==> config.mk <==
export PLATFORM = sky130hd
export DESIGN_NAME = branch_redirect_arbiter
export DESIGN_NICKNAME = d
export VERILOG_FILES = /design/src/rtl/branch_redirect_arbiter.sv
export SDC_FILE = /design/constraint.sdc
export NUM_CORES = 1
export LEC_CHECK = 0
export BUFFER_PORTS_ARGS = -buffer_cell sky130_fd_sc_hd__buf_2
export CORE_MARGIN = 2
export CORE_UTILIZATION = 40
export CTS_BUF_LIST = sky130_fd_sc_hd__clkbuf_4
export CTS_CLUSTER_DIAMETER = 60
export DETAILED_ROUTE_END_ITERATION = 10
export HOLD_SLACK_MARGIN = 0.06
export MAX_ROUTING_LAYER = met4
export PLACE_DENSITY = 0.74
export REMOVE_ABC_BUFFERS = 1
export SKIP_CTS_REPAIR_TIMING = 1
export SLEW_MARGIN = 10
export SYNTH_ARGS = -nofsm -noshare
export SYNTH_HDL_FRONTEND = slang
export SYNTH_SLANG_ARGS = --single-unit
==> constraint.sdc <==
create_clock -name clk -period 4.7 [get_ports clk]
set_clock_uncertainty 0.15 [all_clocks]
set_input_delay 0.94 -clock clk [delete_from_list [all_inputs] [get_ports clk]]
set_output_delay 0.94 -clock clk [all_outputs]
set_load 0.01 [all_outputs]
==> src/rtl/branch_redirect_arbiter.sv <==
// Arbitrates exception, second-amend and first-amend flushes into one BPU
// checkpoint-restore burst followed by a fetch redirect handshake.
module branch_redirect_arbiter #(
    parameter int unsigned VADDR_W       = 32,
    parameter int unsigned CKPT_W        = 8,
    parameter int unsigned REPAIR_CYCLES = 2
) (
    input  logic               clk,
    input  logic               rst,

    input  logic               exc_req_i,
    input  logic [VADDR_W-1:0] exc_dest_i,

    input  logic               sba_req_i,
    input  logic [VADDR_W-1:0] sba_dest_i,
    input  logic               sba_take_i,
    input  logic [CKPT_W-1:0]  sba_ckpt_i,
    input  logic [VADDR_W-1:0] sba_errPC_i,

    input  logic               fba_req_i,
    input  logic [VADDR_W-1:0] fba_dest_i,
    input  logic               fba_take_i,
    input  logic [CKPT_W-1:0]  fba_ckpt_i,
    input  logic [VADDR_W-1:0] fba_errPC_i,

    output logic               sba_ack_o,
    output logic               fba_ack_o,

    output logic               rep_valid_o,
    output logic [CKPT_W-1:0]  rep_ckpt_o,
    output logic               rep_take_o,
    output logic [VADDR_W-1:0] rep_errPC_o,

    output logic               redir_valid_o,
    output logic [VADDR_W-1:0] redir_dest_o,
    input  logic               redir_ready_i,

    output logic               busy_o,
    output logic [31:0]        mispredict_cnt_o
);

    localparam int unsigned CNT_W = 4;

    typedef enum logic [1:0] {IDLE, REPAIR, REDIRECT} state_t;
    typedef enum logic [1:0] {SRC_NONE, SRC_EXC, SRC_SBA, SRC_FBA} src_t;

    state_t            state;
    src_t              src;
    logic [CNT_W-1:0]  repair_cnt;
    logic              sba_accept;
    logic              fba_accept;

    // The older instruction wins; an exc flush blocks both branch acks.
    assign sba_accept = !rst && sba_req_i && !exc_req_i &&
                        ((state == IDLE) || (src == SRC_FBA));
    assign fba_accept = !rst && fba_req_i && !exc_req_i && !sba_req_i &&
                        (state == IDLE);

    // Acks are same-cycle accept pulses, so they decode the live request.
    assign sba_ack_o = sba_accept;
    assign fba_ack_o = fba_accept;

    always_ff @(posedge clk) begin
        if (rst) begin
            state            <= IDLE;
            src              <= SRC_NONE;
            repair_cnt       <= '0;
            mispredict_cnt_o <= '0;
            rep_valid_o      <= 1'b0;
            rep_ckpt_o       <= '0;
            rep_take_o       <= 1'b0;
            rep_errPC_o      <= '0;
            redir_valid_o    <= 1'b0;
            redir_dest_o     <= '0;
            busy_o           <= 1'b0;
        end else if (exc_req_i) begin
            // Exception preempts everything, including a handshake this cycle.
            state         <= REDIRECT;
            src           <= SRC_EXC;
            redir_dest_o  <= exc_dest_i;
            repair_cnt    <= '0;
            rep_valid_o   <= 1'b0;
            redir_valid_o <= 1'b1;
            busy_o        <= 1'b1;
        end else if (sba_accept || fba_accept) begin
            state            <= REPAIR;
            src              <= sba_accept ? SRC_SBA : SRC_FBA;
            redir_dest_o     <= sba_accept ? sba_dest_i  : fba_dest_i;
            rep_take_o       <= sba_accept ? sba_take_i  : fba_take_i;
            rep_ckpt_o       <= sba_accept ? sba_ckpt_i  : fba_ckpt_i;
            rep_errPC_o      <= sba_accept ? sba_errPC_i : fba_errPC_i;
            mispredict_cnt_o <= mispredict_cnt_o + 32'd1;
            repair_cnt       <= CNT_W'(REPAIR_CYCLES - 1);
            rep_valid_o      <= 1'b1;
            redir_valid_o    <= 1'b0;
            busy_o           <= 1'b1;
        end else begin
            case (state)
                REPAIR: begin
                    if (repair_cnt == '0) begin
                        state         <= REDIRECT;
                        rep_valid_o   <= 1'b0;
                        redir_valid_o <= 1'b1;
                    end else begin
                        repair_cnt <= repair_cnt - CNT_W'(1);
                    end
                end
                REDIRECT: begin
                    if (redir_ready_i) begin
                        state         <= IDLE;
                        src           <= SRC_NONE;
                        redir_valid_o <= 1'b0;
                        busy_o        <= 1'b0;
                    end
                end
                default: begin
                    state         <= IDLE;
                    rep_valid_o   <= 1'b0;
                    redir_valid_o <= 1'b0;
                    busy_o        <= 1'b0;
                end
            endcase
        end
    end

endmodule

==> impl_results.rst, run 1 <==
.. list-table::
   :header-rows: 1

   * - Metric
     - Value
   * - Run status
     - finished clean
   * - Register clock-pin slew on the reported worst setup and hold paths
     - approximately 0.1 ns
   * - Number of maximum-capacitance constraint violations
     - 0
   * - Clock tree from TritonCTS
     - built
   * - Placement-stage cell area
     - ~6700 um2
   * - Clk sinks
     - 115
   * - IO Port Bufs
     - roughly 300
   * - RSZ-0062 raised after global routing
     - no
   * - TritonRoute pass-1 iters
     - 7
   * - Pin count of the biggest net entering global routing
     - 65
   * - Worst min-delay path class
     - flop to flop
   * - Effective utilization at floorplan
     - about two fifths
   * - VDD IR max
     - 0.000208 V
   * - Via count of the first global-routing pass
     - ~5200
   * - Via density per instance
     - ~5.2
   * - Final critical path time including I/O delays and setup
     - between 3 and 4 ns
   * - Main area contributors after synthesis
     - dfxtp_1 45%, nand2_1 12%, a311oi_1 7.0%, nor2_1 6.7%, xnor2_1 4.4%
   * - Final Hold Viols
     - 0
   * - Total Die Area
     - roughly 14000 um2
   * - Final Max Tran Viols
     - 0
   * - Power density over cell area
     - 308 nW/um2
   * - Total of flip-flops plus latches after synthesis
     - approximately 120
   * - Synth warnings
     - 0
   * - Synthesized netlist cell count
     - 649
   * - Number of nets with antenna violations after detailed routing
     - 0
   * - Fraction of layout cells with a size suffix above 1
     - 36.3%
   * - Final sum of negative setup slack
     - 0 ns
   * - Endpoint class of the critical path
     - output pin
   * - Number of rows created at floorplan
     - 41
   * - Number of distinct library cells after synthesis
     - 39
   * - CP Data Required Time
     - between 3 and 4 ns
   * - Placed wire-length estimate after detailed placement
     - 12.4 mm
   * - Total congestion overflow after global routing
     - 0
   * - Summed instance area of the synthesized netlist
     - 5120 um2
   * - Area taken by flip-flops and latches
     - roughly 2300 um2
   * - Initial antenna violation count
     - 1
   * - Standby leakage power
     - 3.09 nW
   * - End of the worst register-to-register path
     - rep_ckpt_o[2]
   * - Number of buffers added by the clock tree synthesis step
     - 17
   * - Number of filler instances in the final layout
     - 1288
   * - Post-route DRC violation count
     - 0
   * - DR vias
     - 5789
   * - Vertical extent of the die
     - between 100 and 150 um
   * - Final setup violation count
     - 0
   * - R2r setup slk
     - 2.15 ns
   * - Weighted congestion at the end of routability-driven global placement
     - 0.924
   * - H-tree Lvls
     - 4
   * - Placeable Area
     - roughly 13000 um2
   * - Avg Inst Size Synth
     - between 7 and 8 um2
   * - Area used by multi-input combinational logic
     - 2610 um2
   * - Count of cells along the worst register-to-register path
     - 5
   * - Worst setup path class
     - primary input to output pin
   * - Period utilisation layout
     - a little over two thirds
   * - Slew Limit Headroom
     - between 30% and 40%
   * - I/O pin total
     - a little under 300
   * - Terminating pin of the worst hold path
     - redir_dest_o[26]
   * - Wirelength per Cell
     - 15.5 um
   * - Worst R2R Start
     - redir_valid_o
   * - Iteration-0 DRC count of the detailed router
     - approximately 380
   * - Final design area excluding fillers
     - 6980 um2
   * - Clock Path Buffers
     - 2
   * - Area share of the largest cell type after synthesis
     - between 40% and 50%
   * - Hold Crit Depth
     - 2
   * - Latest clock arrival within the worst-skew pair
     - 0.52 ns
   * - Final Routed Wirelength
     - ~17 mm
   * - Hold_sp
     - redir_dest_o[26]
   * - Max FO, Critical Path
     - 13
   * - Width of the chip
     - 117 um
   * - Measured slew at the worst slew-check pin
     - 0.974 ns
   * - Net count reported at finish
     - 1106
   * - Arrival @ worst endpoint
     - roughly 2.2 ns
   * - Timing-limited maximum frequency
     - 306 MHz
   * - Sequential cell area fraction in the yosys report
     - 44.9%
   * - Startpoint type of the worst setup path
     - primary input
   * - Final Util
     - between 50% and 60%
   * - Wire length of the first global-routing pass
     - 25.9 mm
   * - CTS root buf
     - clkbuf_4
   * - Cell taking the most area after synthesis
     - dfxtp_1
   * - Area growth from synthesis to layout
     - 36.2%
   * - Global-route usage over all layers
     - 25.0%
[per-stage QoR]
stage	std cells	hold slack, ns	power, mW	setup slack [ns]
global route	1106	0.349	2.26	1.26
finish	1107	0.330	2.15	1.44
floorplan	599	0.308	1.23	0.921
global placement	1073	0.316	1.42	1.41
detailed placement	1073	0.316	1.42	1.30
CTS	1105	0.335	2.16	1.40
[worst max-delay path by stage]
stage,startpoint,end
floorplan,rst,mispredict_cnt_o[4]
global placement,rst,rep_ckpt_o[6]
detailed placement,rst,rep_ckpt_o[2]
CTS,fba_req_i,fba_ack_o
global route,fba_req_i,fba_ack_o
finish,fba_req_i,fba_ack_o
[layout by cell type (no fill, tap or decap), drive strengths merged, types with 2 or more instances in the layout]
cell type / count
clkinv: 11
nor3b: 2
nor2: 91
a22oi: 21
nand4: 8
nor3: 9
xor2: 4
or3: 4
xnor2: 26
a21oi: 12
dfxtp: 115
clkbuf: 18
nand2: 157
a31oi: 20
nand3: 8
buf: 302
or4: 4
or2: 2
a22o: 2
diode: 2
nand2b: 3
a311oi: 41
o221ai: 12
nor4: 17
nor2b: 2
inv: 7
and4: 5
nor4b: 2
o21ai: 17
bufinv: 3
ha: 2
[cells by family (layout without fill, tap and decap cells)]
group	count (synthesis)	after routing	share of synthesized area, %
AOI/OAI and AO/OA	130	130	18.5
xor gates and xnor gates	30	30	5.13
adders and majority gates	2	2	0.488
buffers and inverters	57	341	4.20
DFF	115	115	44.9
other	0	2	0
and+or+nand+nor	315	315	26.7
[worst max-delay path, cell delays in order]
cell     delay [ns]
buf_2          0.09
nor3b_2        0.32
nand2_1        0.36
nor2_2         0.29
buf_2          0.18
[final cells by class]
type                       count  share of cell area, %
multi-input combinational    477                   37.4
sequential                   115                   33.0
timing repair buffer         302                   22.0
tap                          172                   3.09
clock inverter                14                   2.06
clock buffer                  18                   1.94
inverter                       7                  0.377
antenna                        2                 0.0717
[synth_stat cells]
cell and number:
o2bb2ai_1 1, nor3b_2 1, nand2b_1 3, or4_4 1, nor2b_1 2, clkbuf_1 40
a21o_1 1, and3_1 1, a31oi_1 20, o221ai_1 12, buf_2 1, inv_1 6
a22oi_1 21, nand4_2 1, a2111oi_0 1, nor4_1 17, a311oi_1 41, nor3b_1 1
inv_2 1, o31ai_1 1, nand2_1 157, and4_1 5, nor2_1 91, dfxtp_1 115
ha_1 2, nor3_1 9, a22o_1 2, nor4b_1 2, xor2_1 4, a21oi_1 12
o21ai_0 17, nand3_1 8, or3_1 4, o22ai_1 1, xnor2_1 26, or2_2 2
or4_1 3, nand4_1 7, buf_1 9
[sequential cells by signal, indices dropped and copies added, names as in the netlist]
signal and count:
busy_o 1, mispredict_cnt_o 32, redir_dest_o 32, redir_valid_o 1, rep_ckpt_o 8, rep_errPC_o 32
rep_take_o 1, rep_valid_o 1, repair_cnt 4, src 2, state 1
[per-layer routing]
metal  global-route usage, %  wire length [um]  vias to the layer above
li1                        -                 -                     2851
met3                    7.05              1240                       24
met1                    30.6              7060                     2689
met4                    9.41               278                        0
met5                       -                 0                        -
met2                    39.3              8550                      225
[power breakdown]
part | switching, mW | total [mW] | internal (mW)
clock | 0.382 | 0.744 | 0.363
combinational | 0.194 | 0.344 | 0.150
sequential | 0.0300 | 1.06 | 1.03
Note: power is estimated with default switching activity, not from simulation.
==> run 2: changes to the inputs <==
--- a/config.mk
+++ b/config.mk
@@ -13,7 +13,7 @@
 export DETAILED_ROUTE_END_ITERATION = 10
 export HOLD_SLACK_MARGIN = 0.06
 export MAX_ROUTING_LAYER = met4
-export PLACE_DENSITY = 0.74
+export PLACE_DENSITY = 0.77
 export REMOVE_ABC_BUFFERS = 1
 export SKIP_CTS_REPAIR_TIMING = 1
 export SLEW_MARGIN = 10
==> constraint.sdc (replaced) <==
create_clock -name clk -period 2.8 [get_ports clk]
set_clock_uncertainty 0.15 [all_clocks]
set_input_delay 0.56 -clock clk [delete_from_list [all_inputs] [get_ports clk]]
set_output_delay 0.56 -clock clk [all_outputs]
set_load 0.01 [all_outputs]
==> run 2 against run 1 <==
Against the previous run:
- combinational power rose by 77%
- sequential power rose by 67%
- critical path type is now flop to output pin
- largest power group unchanged
- worst setup slack got worse by 1.1 ns
- first-iteration DRC count fell by 2.4%
- clock-buffer cell count rose by 2
- clock power rose by 71%
- highest routed layer unchanged
==> impl_results.rst, run 2 (synthesis gave the netlist of run 1 again) <==
.. list-table::
   :header-rows: 1

   * - Metric
     - Value
   * - Hold Crit Depth
     - 3
   * - Slew Limit Headroom
     - between 50 and 60%
   * - DR vias
     - about 5800
   * - Number of rows created at floorplan
     - 41
   * - Iteration-0 DRC count of the detailed router
     - roughly 370
   * - Registers with the highest flip-flop counts
     - mispredict_cnt_o: 32 flops, redir_dest_o: 32 flops, rep_errPC_o: 32 flops
   * - Pin count of the biggest net entering global routing
     - 72
   * - Met3 capacity usage during global routing
     - under 10%
   * - Startpoint type of the worst setup path
     - flop
   * - Arrival @ worst endpoint
     - between 1.5 and 2 ns
   * - Final setup violation count
     - 0
   * - Vertical extent of the die
     - roughly 120 um
   * - Global-route usage over all layers
     - between 20% and 30%
   * - Clk sinks
     - 115
   * - Placed wire-length estimate after detailed placement
     - 12.6 mm
   * - Final Max Tran Viols
     - 0
   * - Met1 layer usage reported by global route
     - a little under a third
   * - IO Port Bufs
     - slightly below 300
   * - Pre-CTS setup slack
     - about 0.40 ns
   * - Fraction of layout cells with a size suffix above 1
     - 36.8%
   * - Total instance count after detailed placement
     - about 1100
   * - RSZ-0062 raised after global routing
     - no
   * - Via count of the first global-routing pass
     - 5106
   * - Final critical path time including I/O delays and setup
     - ~2.5 ns
   * - Weighted congestion at the end of routability-driven global placement
     - slightly below 0.9
   * - Worst min-delay path class
     - primary input to flop
   * - Final Routed Wirelength
     - between 15 and 20 mm
   * - Number of maximum-capacitance constraint violations
     - 0
   * - Final cell count without fillers
     - approximately 1100
   * - CTS root buf
     - clkbuf_4
   * - Net count reported at finish
     - roughly 1100
   * - H-tree Lvls
     - 4
   * - Post-route DRC violation count
     - 0
   * - Endpoint class of the critical path
     - output pin
   * - Timing-limited maximum frequency
     - 405 MHz
   * - Total Die Area
     - between 10000 and 15000 um2
   * - CP Data Required Time
     - 2.09 ns
   * - Standby leakage power
     - 3.18 nW
   * - Register clock-pin slew on the reported worst setup and hold paths
     - 0.10 ns
   * - Period utilisation layout
     - 88.2%
   * - Area growth from synthesis to layout
     - 39.8%
   * - Run status
     - finished clean
   * - Wirelength per Cell
     - around 15 um
   * - Measured slew at the worst slew-check pin
     - about 0.74 ns
   * - Power density over cell area
     - ~510 nW/um2
   * - Wire length of the first global-routing pass
     - between 20 and 30 mm
   * - Placeable Area
     - roughly 13000 um2
   * - I/O pin total
     - 294
   * - Most used cells in the layout excluding fill and tap cells
     - 292 x buf_2, 157 x nand2_1, 115 x dfxtp_1
   * - Clock Path Buffers
     - 2
   * - Busiest metal layer after global routing
     - met2
   * - VDD IR max
     - ~0.00026 V
   * - Initial antenna violation count
     - 2
   * - Number of filler instances in the final layout
     - ~1200
   * - Most common cell after layout, fill and taps aside
     - buf_2
   * - WHS
     - 0.0812 ns
   * - Crit path setup slack, layout
     - about 0.33 ns
   * - Number of nets with antenna violations after detailed routing
     - 0
   * - TritonRoute pass-1 iters
     - 5
   * - Latest clock arrival within the worst-skew pair
     - around 0.53 ns
   * - Via density per instance
     - just over 5
   * - Effective utilization at floorplan
     - 40.8%
   * - Worst setup path class
     - flop to output pin
   * - Total congestion overflow after global routing
     - 0
   * - Final Hold Viols
     - 0
   * - Met2 routing resource usage after global routing
     - 38.5%
   * - Width of the chip
     - roughly 120 um
   * - Clock tree from TritonCTS
     - built
   * - Number of buffers added by the clock tree synthesis step
     - 17
   * - Count of cells along the worst register-to-register path
     - 5
   * - Max FO, Critical Path
     - 6
[run 2: final timing paths]
check	start	endpoint	slack [ns]
max	state[0]	fba_ack_o	0.33
min	exc_dest_i[22]	redir_dest_o[22]	0.08
max reg2reg	mispredict_cnt_o[8]	mispredict_cnt_o[29]	0.38
min reg2reg	busy_o	busy_o	0.32
[run 2: critical path, cell delays in order, from the launching register on]
cell	delay, ns
dfxtp_1	0.36
nor3b_2	0.36
nand2_1	0.15
nor2_2	0.19
buf_2	0.17
[run 2: layer usage]
layer,wire [um],vias up
li1,-,2884
met1,7110,2648
met2,8560,199
met3,1460,28
met4,281,0
met5,0,-
[run 2: metrics by stage]
stage                     setup TNS [ns]  util (%)  total power [mW]  cell area (um2)
after global placement                 0      54.0              2.40             6790
after floorplan                   -19.74         -              2.07             4930
after CTS                              0      56.3              3.67             7080
final                                  0      57.0              3.65             7160
after global routing                   0      57.0              3.84             7160
after detailed placement               0      54.0              2.41             6790
[run 2: final cells by class]
type | count | area [um2] | share of cell area (%)
inverter | 7 | 26.3 | 0.367
clock inverter | 12 | 139 | 1.94
tap | 172 | 215 | 3.01
multi-input combinational | 477 | 2610 | 36.5
antenna | 2 | 5.00 | 0.0699
clock buffer | 20 | 150 | 2.10
sequential | 115 | 2300 | 32.2
timing repair buffer | 321 | 1710 | 23.9
[run 2: where the power goes]
group | switching [mW] | total (mW) | internal [mW] | leakage (nW)
registers | 0.0471 | 1.77 | 1.73 | 0.941
logic | 0.335 | 0.609 | 0.274 | 2.08
clock network | 0.633 | 1.27 | 0.635 | 0.153
total | 1.01 | 3.65 | 2.63 | 3.18
==> run 3: changes to the inputs <==
--- a/config.mk
+++ b/config.mk
@@ -5,6 +5,7 @@
 export SDC_FILE = /design/constraint.sdc
 export NUM_CORES = 1
 export LEC_CHECK = 0
+export ABC_AREA = 1
 export BUFFER_PORTS_ARGS = -buffer_cell sky130_fd_sc_hd__buf_2
 export CORE_MARGIN = 2
 export CORE_UTILIZATION = 40
@@ -13,7 +14,7 @@
 export DETAILED_ROUTE_END_ITERATION = 10
 export HOLD_SLACK_MARGIN = 0.06
 export MAX_ROUTING_LAYER = met4
-export PLACE_DENSITY = 0.77
+export PLACE_DENSITY = 0.75
 export REMOVE_ABC_BUFFERS = 1
 export SKIP_CTS_REPAIR_TIMING = 1
 export SLEW_MARGIN = 10
==> run 3 against run 2 <==
Against the previous run:
- clock power is 25% lower
- die area rose by 12%
- via count grew 14%
- synthesized area is 12% higher
- non-clock buffer count shrank 17
- critical path type unchanged
- largest cell class unchanged
==> impl_results.rst, run 3 <==
.. list-table::
   :header-rows: 1

   * - Metric
     - Value
   * - Run status
     - finished clean
   * - Power after layout
     - roughly 3.3 mW
   * - Latest clock arrival within the worst-skew pair
     - around 0.53 ns
   * - Clock tree from TritonCTS
     - built
   * - Arrival @ worst endpoint
     - 1.72 ns
   * - Placeable Area
     - around 14000 um2
   * - Placed wire-length estimate after detailed placement
     - ~13 mm
   * - CP Data Required Time
     - 2.09 ns
   * - Startpoint type of the worst setup path
     - flop
   * - Via density per instance
     - 4.84
   * - Area taken by flip-flops and latches
     - 2300 um2
   * - Wire length of the first global-routing pass
     - 28.4 mm
   * - Area share of the largest cell type after synthesis
     - 40.0%
   * - Total Die Area
     - approximately 15000 um2
   * - Final sum of negative setup slack
     - 0 ns
   * - Post-synthesis xor/xnor area fraction
     - less than 1%
   * - Most common cell in the netlist
     - nand2_1
   * - Standby leakage power
     - just under 4 nW
   * - Number of maximum-capacitance constraint violations
     - 0
   * - Clk sinks
     - ~120
   * - Initial antenna violation count
     - 3
   * - Weighted congestion at the end of routability-driven global placement
     - 0.865
   * - Synth warnings
     - 0
   * - CTS root buf
     - clkbuf_4
   * - Share of synthesized area spent on multiplexers
     - 0%
   * - Via count of the first global-routing pass
     - 5965
   * - RSZ-0062 raised after global routing
     - no
   * - Slew Limit Headroom
     - 34.6%
   * - Worst min-delay path class
     - primary input to flop
   * - VDD IR max
     - 0.000304 V
   * - IO Port Bufs
     - 293
   * - DR vias
     - about 6500
   * - Most common cell after layout, fill and taps aside
     - nand2_1
   * - Main area contributors after synthesis
     - dfxtp_1 40%, nand2_1 20%, o21ai_0 7.0%, a31oi_1 4.7%, nor2_1 4.4%
   * - Final Routed Wirelength
     - 17.9 mm
   * - Registers with the highest flip-flop counts
     - mispredict_cnt_o: 32 flops, redir_dest_o: 32 flops, rep_errPC_o: 32 flops
   * - Area share of and/or/nand/nor cells after synthesis
     - between 30% and 40%
   * - Final Max Tran Viols
     - 0
   * - Width of the chip
     - ~120 um
   * - Wirelength per Cell
     - about 13 um
   * - Most used cells in the layout excluding fill and tap cells
     - 302 x nand2_1, 293 x buf_2, 115 x dfxtp_1
   * - Power density over cell area
     - about 440 nW/um2
   * - Avg Inst Size Synth
     - approximately 6.5 um2
   * - Total of flip-flops plus latches after synthesis
     - around 120
   * - Source of the critical timing path
     - redir_valid_o
   * - Vertical extent of the die
     - between 100 and 150 um
   * - Worst setup path class
     - flop to output pin
   * - Measured slew at the worst slew-check pin
     - ~0.98 ns
   * - Fraction of layout cells with a size suffix above 1
     - 30.7%
   * - Endpoint class of the critical path
     - output pin
   * - Register clock-pin slew on the reported worst setup and hold paths
     - approximately 0.11 ns
   * - Number of nets with antenna violations after detailed routing
     - 0
   * - Fraction of registers with async set or reset after synthesis
     - 0%
   * - Post-synthesis compound-gate area fraction
     - approximately 17%
   * - Worst path max stage delay
     - ~0.37 ns
   * - Combinational family with the most area after synthesis
     - simple AND/OR/NAND/NOR gates
   * - Area used by multi-input combinational logic
     - approximately 2900 um2
   * - Clock Path Buffers
     - 2
   * - Number of buffers added by the clock tree synthesis step
     - 17
   * - Synthesized netlist cell count
     - 885
   * - Number of distinct library cells after synthesis
     - 30
   * - Iteration-0 DRC count of the detailed router
     - approximately 460
   * - Area growth from synthesis to layout
     - 30.3%
   * - Summed instance area of the synthesized netlist
     - 5760 um2
   * - Post-route DRC violation count
     - 0
   * - Total congestion overflow after global routing
     - 0
   * - Net count reported at finish
     - 1343
   * - Global-route usage over all layers
     - between 20% and 30%
   * - Timing-limited maximum frequency
     - 412 MHz
   * - Number of rows created at floorplan
     - 43
   * - I/O pin total
     - between 200 and 300
   * - Max FO, Critical Path
     - 16
   * - Cell with the largest stage delay on the worst path
     - dfxtp_1
   * - Cell-by-cell listing of the critical path
     - o21ai_1 -> nand2_4 -> inv_2 -> buf_2
   * - TritonRoute pass-1 iters
     - 5
   * - Cell taking the most area after synthesis
     - dfxtp_1
   * - Final critical path time including I/O delays and setup
     - around 2.4 ns
   * - Most used flip-flop cell after synthesis
     - dfxtp_1
   * - Period utilisation layout
     - between 80% and 90%
   * - Hold_sp
     - sba_errPC_i[10]
   * - Final setup violation count
     - 0
   * - Final Util
     - 53.7%
   * - Number of filler instances in the final layout
     - 1512
   * - Pin count of the biggest net entering global routing
     - between 100 and 150
   * - Top cell types by occurrence after synthesis
     - 302 x nand2_1, 115 x dfxtp_1, 81 x o21ai_0, 67 x nor2_1, 66 x inv_1
   * - Worst R2R Start
     - mispredict_cnt_o[0]
   * - Sequential cell area fraction in the yosys report
     - 40.0%
   * - H-tree Lvls
     - 4
   * - Final Hold Viols
     - 0
   * - Synth Area in Adders
     - 0.434%
   * - Effective utilization at floorplan
     - between 40% and 50%
   * - Number of enable-type register cells in the synthesized netlist
     - 0
## run 3: cells by family (layout without fill, tap and decap cells)
kind of cell / Yosys count / in the layout
simple gates: 463 / 463
buf+inv: 121 / 404
xor+xnor: 4 / 4
other cells: 0 / 3
fa+ha+maj: 2 / 2
flops: 115 / 115
compound gates: 180 / 180
## run 3: area by class of cell
cell class	count	share of cell area, %
Clock inverter	10	0.600
Clock buffer	20	2.00
Tap cell	180	3.00
Timing Repair Buffer	304	21.0
Inverter	70	3.50
Sequential cell	115	30.7
Multi-Input combinational cell	649	39.2
Antenna cell	3	0.100
## run 3: critical path: cells and delay by family (launching register included)
kind / cells / cell delay (ns)
compound gates: 1 / 0.23
simple gates: 1 / 0.10
buf+inv: 2 / 0.48
flops: 1 / 0.37
## run 3: path summary, 6_finish.rpt
path              slack (ns)  cells after the start              endpoint
setup / recovery        0.37                      4             sba_ack_o
hold / removal          0.13                      3       rep_errPC_o[10]
hold reg to reg         0.30                      2      redir_dest_o[21]
setup reg to reg        0.62                      9  mispredict_cnt_o[22]
## run 3: power breakdown
group | total [mW] | internal (mW) | switching, mW
Clock | 0.949 | 0.348 | 0.601
Combinational | 0.575 | 0.251 | 0.325
Sequential | 1.77 | 1.72 | 0.0458
## run 3: stage by stage
step / instance area [um2] / worst slack (ns) / std cells / hold slack, ns
global placement: 7310 / 0.542 / 1318 / 0.283
CTS: 7500 / 0.298 / 1348 / 0.0833
global route: 7510 / 0.225 / 1351 / 0.0938
detailed placement: 7310 / 0.490 / 1318 / 0.285
floorplan: 5510 / -0.862 / 834 / 0.288
finish: 7510 / 0.371 / 1351 / 0.127
## run 3: layer usage
metal,global-route usage [%],part of all wire (%),vias up
met5,-,0,-
met4,8.15,1.9,0
met3,6.04,5.6,32
met2,38.5,50,207
met1,29.9,43,2890
li1,-,-,3416
